$ cat config.mk
export PLATFORM = sky130hd
export DESIGN_NAME = serial_sum_collector
export DESIGN_NICKNAME = d
export VERILOG_FILES = /design/src/rtl/serial_adder_pkg.sv /design/src/rtl/serial_sum_collector_fifo.sv /design/src/rtl/serial_sum_collector.sv
export SDC_FILE = /design/constraint.sdc
export NUM_CORES = 1
export LEC_CHECK = 0
export BUFFER_PORTS_ARGS = -buffer_cell sky130_fd_sc_hd__buf_2
export CAP_MARGIN = 15
export CORE_ASPECT_RATIO = 1.2
export CORE_MARGIN = 2
export CORE_UTILIZATION = 51
export DETAILED_ROUTE_END_ITERATION = 10
export PLACE_DENSITY_LB_ADDON = 0.05
export SLEW_MARGIN = 30
export SYNTH_ARGS = -nofsm -noshare
export SYNTH_HDL_FRONTEND = slang
export SYNTH_SLANG_ARGS = --single-unit
$ cat constraint.sdc
create_clock -name clk -period 1.7 [get_ports clk]
set_input_delay 0.17 -clock clk [delete_from_list [all_inputs] [get_ports clk]]
set_output_delay 0.17 -clock clk [all_outputs]
set_load 0.02 [all_outputs]
$ cat src/rtl/serial_adder_pkg.sv
// Shared definitions for the 2-bit serial adder block set.
// Holds the default widths and the sum collector FSM state type.
package serial_adder_pkg;

  localparam int SUM_W_DEF  = 3;
  localparam int OPND_W_DEF = 2;

  typedef enum logic {
    COL_IDLE,
    COL_SHIFT
  } col_state_t;

endpackage

$ cat src/rtl/serial_sum_collector_fifo.sv
// sync_fifo_fwft: registered first-word-fall-through FIFO.
// Head word is read straight from storage; push may land when full only alongside a pop.
module sync_fifo_fwft #(
  parameter int WIDTH = 8,
  parameter int DEPTH = 4
) (
  input  logic                     clk,
  input  logic                     rst,
  input  logic                     push,
  input  logic [WIDTH-1:0]         din,
  input  logic                     pop,
  output logic [WIDTH-1:0]         dout,
  output logic                     full,
  output logic                     empty,
  output logic [$clog2(DEPTH):0]   count
);

  localparam int AW = $clog2(DEPTH);

  logic [WIDTH-1:0] mem [DEPTH];
  logic [AW-1:0]    wr_ptr;
  logic [AW-1:0]    rd_ptr;
  logic             do_push;
  logic             do_pop;

  assign empty   = (count == '0);
  assign full    = (count == (AW+1)'(DEPTH));
  assign do_pop  = pop && !empty;
  assign do_push = push && (!full || do_pop);
  assign dout    = mem[rd_ptr];

  always_ff @(posedge clk) begin
    if (do_push) mem[wr_ptr] <= din;
  end

  always_ff @(posedge clk) begin
    if (rst) begin
      wr_ptr <= '0;
      rd_ptr <= '0;
      count  <= '0;
    end else begin
      if (do_push) wr_ptr <= wr_ptr + 1'b1;
      if (do_pop)  rd_ptr <= rd_ptr + 1'b1;
      case ({do_push, do_pop})
        2'b10:   count <= count + 1'b1;
        2'b01:   count <= count - 1'b1;
        default: count <= count;
      endcase
    end
  end

endmodule

$ cat src/rtl/serial_sum_collector.sv
// Reassembles LSB-first serial sum frames into words and buffers them in a FIFO.
// SERIAL_SUM_COLLECTOR_STATS_EN adds saturating ok/error/drop counters.
module serial_sum_collector
  import serial_adder_pkg::*;
#(
  parameter int SUM_W      = SUM_W_DEF,
  parameter int FIFO_DEPTH = 4
) (
  input  logic             clk,
  input  logic             rst,
  input  logic             ser_in,
  input  logic             ser_en_i,
  output logic [SUM_W-1:0] sum_o,
  output logic             sum_valid_o,
  input  logic             sum_ready_i,
  output logic             overflow_o,
`ifdef SERIAL_SUM_COLLECTOR_STATS_EN
  output logic [15:0]      frames_ok_o,
  output logic [7:0]       frames_err_o,
  output logic [7:0]       drops_o,
`endif
  output logic             frame_err_o
);

  localparam int CW = $clog2(SUM_W);

  col_state_t       state, state_d;
  logic [CW-1:0]    cnt, cnt_d;
  logic [SUM_W-1:0] shreg, shreg_d;
  logic [SUM_W-1:0] word;
  logic             push;
  logic             err_d;
  logic             pop;
  logic             fifo_full;
  logic             fifo_empty;
  logic             drop;
  logic [$clog2(FIFO_DEPTH):0] fifo_count;
  logic             unused_count;

  assign word = {ser_in, shreg[SUM_W-2:0]};

  always_comb begin
    state_d = state;
    cnt_d   = cnt;
    shreg_d = shreg;
    push    = 1'b0;
    err_d   = 1'b0;
    unique case (state)
      COL_IDLE: begin
        if (ser_en_i) begin
          shreg_d    = '0;
          shreg_d[0] = ser_in;
          cnt_d      = CW'(1);
          state_d    = COL_SHIFT;
        end
      end
      COL_SHIFT: begin
        if (ser_en_i) begin
          err_d      = 1'b1;
          shreg_d    = '0;
          shreg_d[0] = ser_in;
          cnt_d      = CW'(1);
        end else if (cnt == CW'(SUM_W-1)) begin
          push    = 1'b1;
          cnt_d   = '0;
          state_d = COL_IDLE;
        end else begin
          shreg_d[cnt] = ser_in;
          cnt_d        = cnt + 1'b1;
        end
      end
      default: state_d = COL_IDLE;
    endcase
  end

  always_ff @(posedge clk) begin
    if (rst) begin
      state       <= COL_IDLE;
      cnt         <= '0;
      shreg       <= '0;
      frame_err_o <= 1'b0;
      overflow_o  <= 1'b0;
    end else begin
      state       <= state_d;
      cnt         <= cnt_d;
      shreg       <= shreg_d;
      frame_err_o <= err_d;
      if (drop) overflow_o <= 1'b1;
    end
  end

  assign sum_valid_o  = !fifo_empty;
  assign pop          = sum_valid_o && sum_ready_i;
  assign drop         = push && fifo_full && !pop;
  assign unused_count = ^fifo_count;

  sync_fifo_fwft #(
    .WIDTH (SUM_W),
    .DEPTH (FIFO_DEPTH)
  ) u_fifo (
    .clk   (clk),
    .rst   (rst),
    .push  (push),
    .din   (word),
    .pop   (pop),
    .dout  (sum_o),
    .full  (fifo_full),
    .empty (fifo_empty),
    .count (fifo_count)
  );

`ifdef SERIAL_SUM_COLLECTOR_STATS_EN
  always_ff @(posedge clk) begin
    if (rst) begin
      frames_ok_o  <= '0;
      frames_err_o <= '0;
      drops_o      <= '0;
    end else begin
      if (push && !drop && frames_ok_o != '1)
        frames_ok_o <= frames_ok_o + 1'b1;
      if (err_d && frames_err_o != '1)
        frames_err_o <= frames_err_o + 1'b1;
      if (drop && drops_o != '1)
        drops_o <= drops_o + 1'b1;
    end
  end
`endif

endmodule

==> qor.csv <==
metric;value;unit
critPathRequiredTime;1.90;ns
final_layout_size_suffix_gt1_share;32.8;%
vias;759;
synth_top_area_share;30.4;%
ys_warn_count;0;
setup_viol;0;
hp-class;input port to flip-flop;
p_per_area;774;mW/mm^2
cellLeakagePower;0.537;nW
clk_pin_slew;0.14;ns
max_freq;0.596;GHz
coreArea;0.00223;sq mm
cts_buffers;3;
ys_ff_latch;28;
finalCriticalPeriod;1.68;ns
antenna_cells;0;
path_class;flip-flop to flip-flop;
cts_htree_levels;1;
clock_latency;0.32;ns
grt_first_pass_wirelength;3.18;mm
rows;19;
synthTopCellsByArea;edfxtp_1 30%, dfxtp_1 27%, mux4_2 5.7%;
gr-total-overflow;0;
pin_count;11;
outcome;complete, no violations;
ir_drop;460;uV
grt_pass1_vias;747;
async_flop_share;0;%
synthCells;97;
syn_to_final_growth;19.8;%
yosys.area.top_type;edfxtp_1;
ys_types;31;
rsz0062_at_grt;yes;
power;1.10;mW
grt_max_degree;18;
preCtsSetupSlack;-0.0345;ns
slew_headroom;75.5;%
drtAntennaViolNets;0;
grt_usage;16.5;%
crit_path_start_kind;flip-flop;
wire_per_inst;13.4;um
critPathTopFamily;simple AND/OR/NAND/NOR gates;
synth_edf_count;12;
hold_viol;0;
initial_core_util;53.0;%
dieHeight;56.8;um
yosysMostFrequentCell;dfxtp_1;
critPathArrivalTime;1.88;ns
place_hpwl;1.46;mm
die_width;48.0;um
clock_skew;0.00972;ns
die_area;0.00272;sq mm
drc;0;
syn_nets;107;
min_period_over_period;98.7;%
cts_buffer_depth;2;
cts.sinks;28;
cts_tree;yes;
port_buffers;10;
cts_root_buf;clkbuf_4;
netlist_area;0.00118;sq mm
synth.avg_cell_area;12.2;sq um
cp_slowest_cell;dfxtp_4;
fin_ws;0.0224;ns
cp_max_fo;4;
cp-end-kind;flip-flop;
ys_seq_area_share;57.5;%
initialDrtViolationCount;11;
cap_violations;0;
place_congestion;0.775;
vias_per_cell;5.06;
drtPass1Iterations;4;
holdWs;0.103;ns
cp_num_buf_inv;0;
antenna_found_initial;0;
worstMarginPinSlew;0.366;ns
setup-tns-final;0;ns
routed_wl;2.01;mm
max_stage_delay;0.38;ns
worstPathCellList;o31a_1 > nand2_1 > fa_2 > or3_4 > a31oi_2 > a21oi_1;
slew_viol_final;0;
netlist_top_cells_count;16 x dfxtp_1, 15 x nor2_1, 12 x edfxtp_1;
synth_flop_cell;dfxtp_1;
nets;130;
power by group:
group | total [mW] | internal (mW) | switching, mW
clock | 0.312 | 0.131 | 0.181
combinational | 0.0685 | 0.0331 | 0.0355
sequential | 0.716 | 0.708 | 0.00821
total | 1.10 | 0.872 | 0.225
per-layer routing:
metal / up-vias / part of all wire, % / GRT usage (%)
met5: - / 0 / 0
met4: 0 / 1.5 / 5.79
met3: 4 / 2.1 / 2.89
met2: 15 / 55 / 29.0
met1: 354 / 42 / 18.9
li1: 386 / - / -
sequential cells by signal (all words and copies together), names as in the netlist, named ones only:
signal	flops
u_fifo.mem	12
u_fifo.count	3
cnt	2
shreg	2
u_fifo.rd_ptr	2
u_fifo.wr_ptr	2
frame_err_o	1
overflow_o	1
state	1
area by class of cell:
cell class	count	area [sq um]
repair buffers	21	133
flip-flops and latches	28	689
multi-input cells	61	502
well taps	31	38.8
inverters	5	18.8
fillers	198	817
clock buffers	4	36.3
cell usage in the layout, fill, tap and decap left out, types with 2 or more instances in the layout:
cell / Yosys / layout
nand2b_1: 3 / 3
a21oi_1: 5 / 5
mux2_1: 2 / 2
and2_1: 4 / 4
nand2_1: 3 / 3
ha_1: 4 / 4
xnor2_1: 2 / 2
dfxtp_2: 0 / 4
buf_2: 1 / 10
clkbuf_4: 0 / 3
mux2i_1: 3 / 3
dfxtp_1: 16 / 11
nor2_1: 15 / 15
buf_4: 0 / 11
inv_1: 5 / 5
mux4_2: 3 / 3
edfxtp_1: 12 / 12
repair_timing:
| item | 4_1_cts | 5_1_grt |
|---|---|---|
| pin swaps | 2 | 0 |
| setup buffers | 1 | 0 |
| setup endpoints to repair | 1 | 12 |
| resized for setup | 4 | 2 |
| hold buffers | 0 | 0 |
worst register-to-register path: cells and delay by family (launching register included):
family	cells	cell delay, ns
simple gates	2	0.45
compound gates	3	0.38
flops	1	0.38
fa+ha+maj	1	0.34
cell families (layout without fill, tap and decap cells):
kind of cell,Yosys count,count (layout),share of synthesized area (%)
AND/OR/NAND/NOR,35,35,16.2
flip-flops,28,28,57.5
AO/OA/AOI/OAI,10,10,5.39
multiplexers,8,8,10.1
buffers and inverters,8,30,2.64
adder cells (fa/ha/maj),5,5,5.92
XOR/XNOR,3,3,2.22
stage by stage:
step           cells  util [%]  instance area, sq um
2_1_floorplan     97         -                  1190
3_3_place_gp     145      60.0                  1340
3_5_place_dp     145      60.0                  1340
4_1_cts          150      63.1                  1410
5_1_grt          150      63.4                  1420
6_report         150      63.4                  1420
worst paths after layout:
kind,start,end,slack (ns),depth (start not counted)
hold / removal,ser_in,u_fifo.mem[0][2],0.10,1
hold reg to reg,overflow_o,overflow_o,0.49,2
setup reg to reg,u_fifo.count[0],u_fifo.count[2],0.02,6
setup / recovery,u_fifo.count[0],u_fifo.count[2],0.02,6
(Power assumes the default switching activity.)
